==> config.mk <==
export PLATFORM = sky130hd
export DESIGN_NAME = alu_ctrl_encode
export DESIGN_NICKNAME = d
export VERILOG_FILES = /design/src/rtl/alu_ctrl_encode.sv
export SDC_FILE = /design/constraint.sdc
export NUM_CORES = 1
export LEC_CHECK = 0
export BUFFER_PORTS_ARGS = -buffer_cell sky130_fd_sc_hd__buf_2
export CELL_PAD_IN_SITES_DETAIL_PLACEMENT = 1
export CELL_PAD_IN_SITES_GLOBAL_PLACEMENT = 1
export CORE_MARGIN = 2
export CORE_UTILIZATION = 24
export CTS_CLUSTER_SIZE = 20
export DETAILED_ROUTE_END_ITERATION = 10
export GPL_ROUTABILITY_DRIVEN = 0
export PLACE_DENSITY_LB_ADDON = 0.2
export SLEW_MARGIN = 5
export SYNTH_ARGS = -nofsm -noshare
export SYNTH_HDL_FRONTEND = slang
export SYNTH_SLANG_ARGS = --single-unit
==> constraint.sdc <==
create_clock -name clk -period 1.25 [get_ports clk]
set_input_delay 0.125 -clock clk [delete_from_list [all_inputs] [get_ports clk]]
set_output_delay 0.125 -clock clk [all_outputs]
set_load 0.05 [all_outputs]
==> src/rtl/alu_ctrl_encode.sv <==
// ID-stage ALU control encoder: decodes an RV32I word into the ALU control code and operand selects,
// and registers the result at the ID/EX boundary. Optional illegal counter: ALU_ILLEGAL_CNT_EN.
module alu_ctrl_encode #(
    parameter int unsigned CNT_W = 16
) (
    input  logic             clk,
    input  logic             rst,
    input  logic             in_valid,
    output logic             in_ready,
    input  logic [31:0]      in_instr,
    input  logic             flush,
    output logic             out_valid,
    input  logic             out_ready,
    output logic [3:0]       out_ctr,
    output logic [1:0]       out_src_a_sel,
    output logic             out_src_b_sel,
    output logic             out_illegal
`ifdef ALU_ILLEGAL_CNT_EN
    ,
    output logic [CNT_W-1:0] illegal_cnt
`endif
);

    localparam logic [6:0] OpcOp     = 7'b0110011;
    localparam logic [6:0] OpcOpImm  = 7'b0010011;
    localparam logic [6:0] OpcLoad   = 7'b0000011;
    localparam logic [6:0] OpcStore  = 7'b0100011;
    localparam logic [6:0] OpcJalr   = 7'b1100111;
    localparam logic [6:0] OpcAuipc  = 7'b0010111;
    localparam logic [6:0] OpcJal    = 7'b1101111;
    localparam logic [6:0] OpcBranch = 7'b1100011;
    localparam logic [6:0] OpcLui    = 7'b0110111;

    localparam logic [1:0] SrcARs1  = 2'b00;
    localparam logic [1:0] SrcAPc   = 2'b01;
    localparam logic [1:0] SrcAZero = 2'b10;

    localparam logic [6:0] F7Zero = 7'b0000000;
    localparam logic [6:0] F7Alt  = 7'b0100000;

    logic [6:0] opcode;
    logic [2:0] funct3;
    logic [6:0] funct7;

    assign opcode = in_instr[6:0];
    assign funct3 = in_instr[14:12];
    assign funct7 = in_instr[31:25];

    // Register and immediate fields play no part in the ALU control code.
    logic unused_fields;
    assign unused_fields = ^{in_instr[24:15], in_instr[11:7]};

    logic [3:0] dec_ctr;
    logic [1:0] dec_src_a;
    logic       dec_src_b;
    logic       dec_illegal;

    always_comb begin
        dec_ctr     = 4'b0000;
        dec_src_a   = SrcARs1;
        dec_src_b   = 1'b0;
        dec_illegal = 1'b0;

        case (opcode)
            OpcOp: begin
                dec_ctr = {funct7[5], funct3};
                if (funct7 == F7Zero) begin
                    dec_illegal = 1'b0;
                end else if (funct7 == F7Alt && (funct3 == 3'b000 || funct3 == 3'b101)) begin
                    dec_illegal = 1'b0;
                end else begin
                    dec_illegal = 1'b1;
                end
            end
            OpcOpImm: begin
                dec_src_b = 1'b1;
                if (funct3 == 3'b001) begin
                    dec_ctr     = 4'b0001;
                    dec_illegal = (funct7 != F7Zero);
                end else if (funct3 == 3'b101) begin
                    dec_ctr     = {funct7[5], 3'b101};
                    dec_illegal = (funct7 != F7Zero) && (funct7 != F7Alt);
                end else begin
                    // Upper bits are immediate here, so funct7 is not checked.
                    dec_ctr = {1'b0, funct3};
                end
            end
            OpcLoad, OpcStore, OpcJalr: begin
                dec_src_b = 1'b1;
            end
            OpcAuipc, OpcJal, OpcBranch: begin
                dec_src_a = SrcAPc;
                dec_src_b = 1'b1;
            end
            OpcLui: begin
                dec_src_a = SrcAZero;
                dec_src_b = 1'b1;
            end
            default: begin
                dec_illegal = 1'b1;
            end
        endcase

        if (dec_illegal) begin
            dec_ctr   = 4'b0000;
            dec_src_a = SrcARs1;
            dec_src_b = 1'b0;
        end
    end

    logic       valid_q, valid_d;
    logic [3:0] ctr_q;
    logic [1:0] src_a_q;
    logic       src_b_q;
    logic       illegal_q;
    logic       accept;

    assign in_ready = ~valid_q | out_ready;
    assign accept   = in_valid & in_ready & ~flush;

    always_comb begin
        valid_d = valid_q;
        if (flush) begin
            valid_d = 1'b0;
        end else if (accept) begin
            valid_d = 1'b1;
        end else if (out_ready) begin
            valid_d = 1'b0;
        end
    end

    always_ff @(posedge clk or posedge rst) begin
        if (rst) begin
            valid_q   <= 1'b0;
            ctr_q     <= 4'b0000;
            src_a_q   <= 2'b00;
            src_b_q   <= 1'b0;
            illegal_q <= 1'b0;
        end else begin
            valid_q <= valid_d;
            if (accept) begin
                ctr_q     <= dec_ctr;
                src_a_q   <= dec_src_a;
                src_b_q   <= dec_src_b;
                illegal_q <= dec_illegal;
            end
        end
    end

    assign out_valid     = valid_q;
    assign out_ctr       = ctr_q;
    assign out_src_a_sel = src_a_q;
    assign out_src_b_sel = src_b_q;
    assign out_illegal   = illegal_q;

`ifdef ALU_ILLEGAL_CNT_EN
    logic [CNT_W-1:0] cnt_q;

    // Saturates at all-ones; accept already excludes flushed cycles.
    always_ff @(posedge clk or posedge rst) begin
        if (rst) begin
            cnt_q <= '0;
        end else if (accept && dec_illegal && !(&cnt_q)) begin
            cnt_q <= cnt_q + CNT_W'(1);
        end
    end

    assign illegal_cnt = cnt_q;
`else
    logic [CNT_W-1:0] unused_cnt_w;
    assign unused_cnt_w = '0;
`endif

endmodule

Word-level counts from Yosys, hierarchy flattened
Cells that the tools add are included.
Widths: inputs -> output; s select.
Operators by class
  bitwise gates (word level): 5
  reduce and logical (&&, ||, !) cells: 10
  multiplexer cells: 16
  equal/unequal tests: 13
Operators by type and width (count)
  $eq 7x6->1 const B: 4
  $eq 7x7->1 const B: 3
  $eq 7x5->1 const B: 2
  $mux 4: 3
  $mux 1: 9
  $pmux 4 s2: 1
  $reduce_or 8->1: 1
  $eq 7x2->1 const B: 1
  $logic_not 7->1: 1
  $ne 7x6->1 const B: 1
  $reduce_bool 7->1: 1
  $reduce_or 7->1: 1
  $pmux 2 s2: 1
  $eq 3x1->1 const B: 1
  $eq 3x3->1 const B: 1
  $logic_not 3->1: 1
  $pmux 1 s3: 1
  $reduce_bool 3->1: 1
  $reduce_or 3->1: 1
  $and 1x1->1: 2
  $logic_and 1x1->1: 2
  $mux 2: 1
  $not 1->1: 2
  $logic_or 1x1->1: 1
  $or 1x1->1: 1
Storage, ports and cells
  output and inout port bits: 10
  register bits after elaboration: 9

Longest topological paths before layout
Gate-level depths: netlist of the first run.
  depth after elaboration: 7
  mapped depth: 5
  depth with buffers taken out: 4

Least setup slack after synthesis of the first run
Ideal clock, no wire load.
  kind: register -> register
  start point: register valid_q (netlist: out_valid)
  end point: register illegal_q (netlist: out_illegal)
  required time: 1124 ps
  clock period less this slack: 1803 ps
  slack: -553 ps
  stages on the path, launching flop included: 5
  data arrival time: 1677 ps
  cells stage by stage: dfrtp_1 nand2b_1 and2_1 nand2_1 o32a_1
On the way
  cells in the longest elaborated chain, start to end: 4
RTL lines
  start: declaration: line 111  | logic valid_q, valid_d;
  start signal: assignment: line 140  | valid_q <= valid_d;
  $not 1->1: line 118  | assign in_ready = ~valid_q | out_ready;
  $or 1x1->1: line 118
  net in_ready: line 9  | output logic in_ready,
  $and 1x1->1 (2 in a row): line 119  | assign accept = in_valid & in_ready & ~flush;
  end signal: assignment: line 145  | illegal_q <= dec_illegal;
  end: declaration: line 115  | logic illegal_q;
The timed path passes the listed nets, and every way through them passes these cells.
A chain may end at the register's enable or synchronous reset.

Final worst setup path of the first run
  start point: input in_instr[26]
  end point: register illegal_q (netlist: out_illegal)
On the way
  cells in the longest elaborated chain, start to end: 5
  elaborated cells on any way between the ends: 11
RTL lines
  start: declaration: line 10  | input logic [31:0] in_instr,
  $ne 7x6->1 (tied with other cells): line 82  | dec_illegal = (funct7 != F7Zero) && (funct7 != F7Alt);
  $logic_and 1x1->1, on equally long branches: line 82, 69
  $mux 1, on equally long branches: line 80, 69
  $mux 1, on equally long branches: line 77, 67
  $pmux 1 s3 *: line 64  | case (opcode)
Mark *: on every way between the ends. The rest lies on a longest branch, timed or not.

==> results of run 1 <==
## flip-flops by register name, indices dropped and copies added (netlist names)
| register | cells |
|---|---|
| out_ctr | 4 |
| out_src_a_sel | 2 |
| out_illegal | 1 |
| out_src_b_sel | 1 |
| out_valid | 1 |
## worst paths after layout
kind / slack [ns] / startpoint / depth (start not counted) / to
max: -0.26 / in_instr[26] / 5 / out_illegal$_DFFE_PP0P_
min: 0.02 / flush / 2 / out_valid$_DFFE_PP0P_
max reg2reg: 0.02 / out_valid$_DFFE_PP0P_ / 5 / out_ctr[3]$_DFFE_PP0P_
min reg2reg: 0.47 / out_src_a_sel[1]$_DFFE_PP0P_ / 2 / out_src_a_sel[1]$_DFFE_PP0P_
max in group asynchronous: 0.62 / rst / 3 / out_valid$_DFFE_PP0P_
min in group asynchronous: 0.36 / rst / 3 / out_src_b_sel$_DFFE_PP0P_
## per-layer routing
metal  global-route usage, %  routed length (µm)  vias to the layer above
li1                        -                   -                      305
met1                   16.76                 681                      276
met2                   23.50                 799                       24
met3                   2.011                  95                        5
met4                   7.895                  50                        0
met5                       0                   0                        -
## layout by cell type (no fill, tap or decap)
master and instances:
a22oi_1 1, o211a_1 1, inv_1 3, o31ai_1 1
o32a_1 2, o311a_1 1, a221o_1 1, nor4b_1 1
o21ai_0 4, and2_1 1, buf_4 9, nor3b_1 1
nor2b_1 4, a22o_1 4, nand2b_4 1, dfrtp_2 1
clkbuf_4 3, buf_6 1, o31a_1 1, buf_2 30
and3b_1 2, dlygate4sd3_1 1, a21oi_1 2, clkbuf_1 1
nand2_1 5, a221oi_1 1, and2_0 1, nor2_1 1
mux2_2 1, nor4_4 1, dfrtp_1 8, a32o_1 1
or4_4 1, nand4_1 2
## metrics by stage
step,total power (µW),utilization (%)
2_1_floorplan,402.7,-
3_3_place_gp,480.6,36.74
3_5_place_dp,483.9,36.74
4_1_cts,711.6,39.04
5_1_grt,752.5,39.62
6_report,706.8,39.62
## power groups by stage
stage,logic [µW],registers (µW),clock network [µW]
3_5_place_dp,174,310,0
6_report,183,305,219
4_1_cts,182,305,225
3_3_place_gp,171,310,0
2_1_floorplan,66.3,336,0
5_1_grt,201,305,246
## area by class of cell
class	instances	share of cell area, %
tap	28	4.076
sequential	9	26.35
inverter	3	1.310
timing repair buffer	41	27.80
multi-input combinational	42	37.41
clock buffer	4	3.057
## synth_stat cells (2+ instances only)
library cell  n  area [µm²]
o32a_1        2       20.02
nand4_1       2       12.51
inv_1         3       11.26
o21ai_0       4       20.02
a22o_1        4       35.03
a21oi_1       2       10.01
dfrtp_1       9       225.2
nand2_1       5       18.77
and3b_1       2       17.52
nor2b_1       4       25.02
## kinds of logic (layout without fill, tap and decap cells)
kind of cell,after synthesis,count (layout),synth area share [%]
simple gates,21,21,24.48
compound gates,20,20,29.10
flops,9,9,41.57
buf+inv,4,48,2.771
mux,1,1,2.078
## worst max-delay path: stages
cell     delay, ns
buf_6         0.09
or4_4         0.51
o32a_1        0.33
o311a_1       0.32
o32a_1        0.28
## timing repair
action | in CTS | in global routing
pin swaps | 2 | 1
setup endpoints to repair | 6 | 6
hold buffers | 1 | 0
hold endpoints to repair | 9 | 0
setup buffers | 1 | 0
gates resized for setup | 1 | 2
==> summary.txt, run 1 <==
status: complete, but fails checks
violated checks: negative setup slack
Pre-antenna DRT Iters: 3
initial antenna violation count: 0
setup ws final: -0.2565 ns
Total Neg Setup Slack: -1.035 ns
leakage: 0.0004363 µW
cell area power density: 822.3 nW/µm²
gr ovfl total: 0
Fin Clk Skew: 0.006097 ns
final non-filler cell total: 127
CTS Sinks: 9
Filler Cells Inserted: 281
detailed-route DRC error count: 0
mapped cell area: 541.8 µm²
Slew HR: 77.55%
#FFs+latches synth: 9
max-cap viol count: 0
Clk pin slew, worst setup/hold paths: 0.06 ns
Most used DFF post-synth: dfrtp_1
dpl cells: 121
number of global-route vias before repair: 644
share of cells above drive strength 1: 48.48%
DP Area: 797.0 µm²
cell area after layout: 859.6 µm²
Tot GR Track Use: 13.88%
diode count: 0
arrival time at the worst endpoint: 1.65 ns
RSZ-0062 raised after global routing: true
CTS buffer count: 3
Unique masters post-synth: 28
syn_area_per_cell: 9.850 µm²
Clk pwr share: 31.0%
Final Max Tran Viols: 0
CTS tree: yes
Final Hold Fails: 0
first-pass GRT wire length: 2.739 mm
via-per-instance ratio: 4.803
final WL: 1.627 mm
Die Area: 2653 µm²
wire per inst: 12.81 µm
Synth Warn #: 0
Combinational Power Share: 26.0%
switch share: 28.93%
Layout Nets: 137
register area share after synthesis: 41.57%
Mapped Cells: 55
Die H: 51.51 µm
Req. time, crit path: 1.40 ns
Clock Latency Late Sink: 0.26 ns
Vias: 610
CP startpoint kind: input port
Hold Crit Class: in2reg
kind of critical path: in2reg
syn_nets: 92
Initial Util: 24.97%
Worst setup EP type: register
highest clock rate: 663.8 MHz
largest net degree at the start of global routing: 10
hold slack final: 0.02187 ns
Psw: 204.5 µW
CTS Root Cell: clkbuf_4
I/O pins: 47
core area: 2170 µm²
cell row count: 17
die width: 51.51 µm
area of the multi-input gates: 321.6 µm²
worst slew pin tran: 0.3364 ns
dpl ws: -0.5537 ns
endpoints failing setup: 6
Tmin final: 1.507 ns
I/O Buffers: 31
Post-DRT Antenna Nets: 0
CTS max path bufs: 2
H-tree Lvls: 1
maximum VDD drop: 0.2849 mV
Async SR Flop Fraction: 100.0%
initial DRC count: 2
synthesis-to-layout area growth: 58.66%
EDFF count, synth: 0
Sequential cell area: 226.5 µm²
sequential power share: 43.1%
post-DP HPWL: 1.372 mm
internal power: 502.3 µW
CP Max Fanout: 2
Final period util: 120.5%
Note: power is estimated with default switching activity, not from simulation.
==> run 2, diff against run 1 <==
Settings changed: ABC_AREA set to 1, CORE_UTILIZATION 24 to 25.
==> run 2 against run 1 <==
The flow now finishes without violations. Largest power group unchanged. Synthesized cell count up 78%. Cell count up 30%. Clock skew down 0.0045 ns. Non-clock buffer count down 8. Utilization down 2.2 points.
==> summary.txt, run 2 <==
Hold Path Sink: out_valid$_DFFE_PP0P_ (unchanged)
share of cells above drive strength 1: 45.93% (was 48.48%)
via-per-instance ratio: 4.479 (was 4.803)
CTS Sinks: 9 (unchanged)
Die H: 54.72 µm (was 51.51 µm)
Post-DRT Antenna Nets: 0 (unchanged)
Worst setup EP type: register (unchanged)
Clk pin slew, worst setup/hold paths: 0.06 ns (about the same)
Final Hold Fails: 0 (unchanged)
Hold Crit Class: in2reg (unchanged)
most common cell after layout, fill and taps aside: buf_2 (unchanged)
HP Start: flush (unchanged)
maximum VDD drop: 0.4454 mV (was 0.2849 mV)
synthesis-to-layout area growth: 42.80% (was 58.66%)
commonest non-fill, non-tap cells in the layout: buf_2 (31), nand2_1 (29), nor2_1 (11) (was buf_2 (30), buf_4 (9), dfrtp_1 (8))
CP max stage cell: dfrtp_2 (was or4_4)
cell row count: 18 (was 17)
Mapped Cells: 98 (was 55)
worst slew pin tran: 0.3578 ns (was 0.3364 ns)
Slew HR: 76.12% (was 77.55%)
syn_nets: 135 (was 92)
Die Area: 2994 µm² (was 2653 µm²)
Vias: 739 (was 610)
Tot GR Track Use: 13.65% (was 13.88%)
highest clock rate: 821.1 MHz (was 663.8 MHz)
first-pass GRT wire length: 2.918 mm (was 2.739 mm)
kind of critical path: reg2reg (was in2reg)
top cell family by delay on the critical path: simple AND/OR/NAND/NOR gates (was compound AO/OA/AOI/OAI gates)
EDFF count, synth: 0 (unchanged)
Commonest cells post-synth: nand2_1 (30), nor2_1 (14), inv_1 (10) (was dfrtp_1 (9), nand2_1 (5), a22o_1 (4), nor2b_1 (4), o21ai_0 (4))
max reg flops: 4 (unchanged)
diode count: 0 (unchanged)
die width: 54.72 µm (was 51.51 µm)
Combinational Power Share: 26.0% (about the same)
CTS max path bufs: 2 (unchanged)
internal power: 484.2 µW (was 502.3 µW)
RSZ-0062 raised after global routing: true (unchanged)
Final Max Tran Viols: 0 (unchanged)
switch share: 31.95% (was 28.93%)
Most used DFF post-synth: dfrtp_1 (unchanged)
I/O pins: 47 (unchanged)
CTS Root Cell: clkbuf_4 (unchanged)
Psw: 227.3 µW (was 204.5 µW)
initial antenna violation count: 0 (unchanged)
CP startpoint kind: register (was input port)
#FFs+latches synth: 9 (unchanged)
Filler Cells Inserted: 329 (was 281)
Clk pwr share: 30.7% (was 31.0%)
Total Neg Setup Slack: 0 ns (was -1.035 ns)
Synth Warn #: 0 (unchanged)
Req. time, crit path: 1.45 ns (was 1.40 ns)
syn_area_per_cell: 6.562 µm² (was 9.850 µm²)
most common cell in the synthesized netlist: nand2_1 (was dfrtp_1)
flop2flop setup slack: 0.03 ns (was 0.02 ns)
initial DRC count: 5 (was 2)
wire per inst: 10.73 µm (was 12.81 µm)
largest net degree at the start of global routing: 11 (was 10)
Initial Util: 26.20% (was 24.97%)
CP Max Fanout: 5 (was 2)
gr ovfl total: 0 (unchanged)
sequential power share: 43.3% (was 43.1%)
H-tree Lvls: 1 (unchanged)
Area contributors post-synth: dfrtp_1 (35%), nand2_1 (18%), nor2_1 (8.2%) (was dfrtp_1 (42%), a22o_1 (6.5%), nor2b_1 (4.6%))
r2r startpoint: out_valid$_DFFE_PP0P_ (unchanged)
register area share after synthesis: 35.02% (was 41.57%)
Layout Nets: 173 (was 137)
Fin Clk Skew: 0.001549 ns (was 0.006097 ns)
number of global-route vias before repair: 714 (was 644)
CP bufs+invs: 2 (was 1)
CTS tree: yes (unchanged)
Tmin final: 1.218 ns (was 1.507 ns)
Async SR Flop Fraction: 100.0% (unchanged)
I/O Buffers: 31 (unchanged)
final WL: 1.770 mm (was 1.627 mm)
area leader, netlist: dfrtp_1 (unchanged)
CP cell instances: inv_2 > nor2_2 > nor3_4 > buf_6 > nand3_4 > a21oi_2 > nand3_1 > nand2_1 (was buf_6 > or4_4 > o32a_1 > o311a_1 > o32a_1)
Pre-antenna DRT Iters: 2 (was 3)
Final period util: 97.43% (was 120.5%)
Reg2Reg Depth: 8 (was 5)
leakage: 0.0004963 µW (was 0.0004363 µW)
CP peak stage delay: 0.41 ns (was 0.51 ns)
RR Endpoint: out_ctr[3]$_DFFE_PP0P_ (unchanged)
post-DP HPWL: 1.505 mm (was 1.372 mm)
Yosys top cell area share: 35.02% (was 41.57%)
core area: 2455 µm² (was 2170 µm²)
Worst Hold Depth: 2 (unchanged)
Clock Latency Late Sink: 0.25 ns (was 0.26 ns)
mapped cell area: 643.1 µm² (was 541.8 µm²)
cell area power density: 774.8 nW/µm² (was 822.3 nW/µm²)
Unique masters post-synth: 16 (was 28)
status: finished clean (was complete, but fails checks)
max-cap viol count: 0 (unchanged)
detailed-route DRC error count: 0 (unchanged)
arrival time at the worst endpoint: 1.41 ns (was 1.65 ns)
CTS buffer count: 3 (unchanged)
endpoints failing setup: 0 (was 6)
Final Util: 37.41% (was 39.62%)
==> run 2: changes by cell type after synthesis, sizes merged, moves of 4 or more <==
cell and change:
nand2 +30, nand3 +12, inv +13, nor2 +15, a22o -4, nor2b -4
==> run 2: layer usage <==
layer  vias to the layer above  track usage [%]  wire [µm]
met1                       337            14.47        722
met4                         0            6.250         18
li1                        378                -          -
met5                         -                0          0
met2                        22            25.99        952
met3                         2            1.913         77
==> run 2: cells by family after synthesis <==
kind of cell	Yosys count	share of synthesized area, %
AND/OR/NAND/NOR	64	47.47
buffers and inverters	16	9.339
flip-flops	9	35.02
AO/OA/AOI/OAI	9	8.173
==> run 2: worst max-delay path by stage <==
stage,start,to,slack [ns],depth (start not counted)
detailed placement,out_valid$_DFFE_PP0P_,out_ctr[1]$_DFFE_PP0P_,0.03,7
global route,out_valid$_DFFE_PP0P_,out_ctr[3]$_DFFE_PP0P_,-0.08,8
floorplan,out_valid$_DFFE_PP0P_,out_src_b_sel$_DFFE_PP0P_,0.02,7
global placement,out_valid$_DFFE_PP0P_,out_src_b_sel$_DFFE_PP0P_,0.05,7
CTS,out_valid$_DFFE_PP0P_,out_ctr[1]$_DFFE_PP0P_,0.03,7
finish,out_valid$_DFFE_PP0P_,out_ctr[3]$_DFFE_PP0P_,0.03,8
==> run 2: power by group through the flow <==
stage | clock [µW] | sequential (µW) | combinational [µW]
finish | 218 | 308 | 185
global route | 249 | 310 | 205
CTS | 232 | 308 | 179
detailed placement | 0 | 313 | 174
global placement | 0 | 312 | 169
floorplan | 0 | 349 | 69.7
==> run 2: area by class of cell <==
cell class	instances	area, µm²	area share, %
clock buffers	4	26.28	2.861
inverters	16	62.56	6.812
multi-input cells	73	389.1	42.37
flip-flops and latches	9	226.5	24.66
well taps	30	37.54	4.087
repair buffers	33	176.4	19.21
==> run 2: worst reg2reg max path, cell delays in order, from the launching register on <==
cell,delay (ns)
dfrtp_2,0.41
inv_2,0.06
nor2_2,0.05
nor3_4,0.16
buf_6,0.15
nand3_4,0.07
a21oi_2,0.12
nand3_1,0.08
nand2_1,0.07
==> run 2: metrics by stage <==
step	power, µW	hold WS [ns]	instances	setup slack (ns)	area [µm²]
after floorplan	418.3	-0.04715	98	0.02484	644.4
after global placement	481.0	0.09963	159	0.05352	837.1
after detailed placement	487.5	0.1128	159	0.02625	837.1
after CTS	718.7	0.06391	164	0.02825	875.8
after global routing	763.1	0.07872	165	-0.07554	918.4
final	711.5	0.06722	165	0.03209	918.4
==> run 2: timing repair <==
action,4_1_cts,5_1_grt
endpoints found under the hold margin,9,0
pin swaps,0,4
setup endpoints to repair,1,9
hold buffers,1,0
gates resized for setup,1,10
buffers inserted,0,1
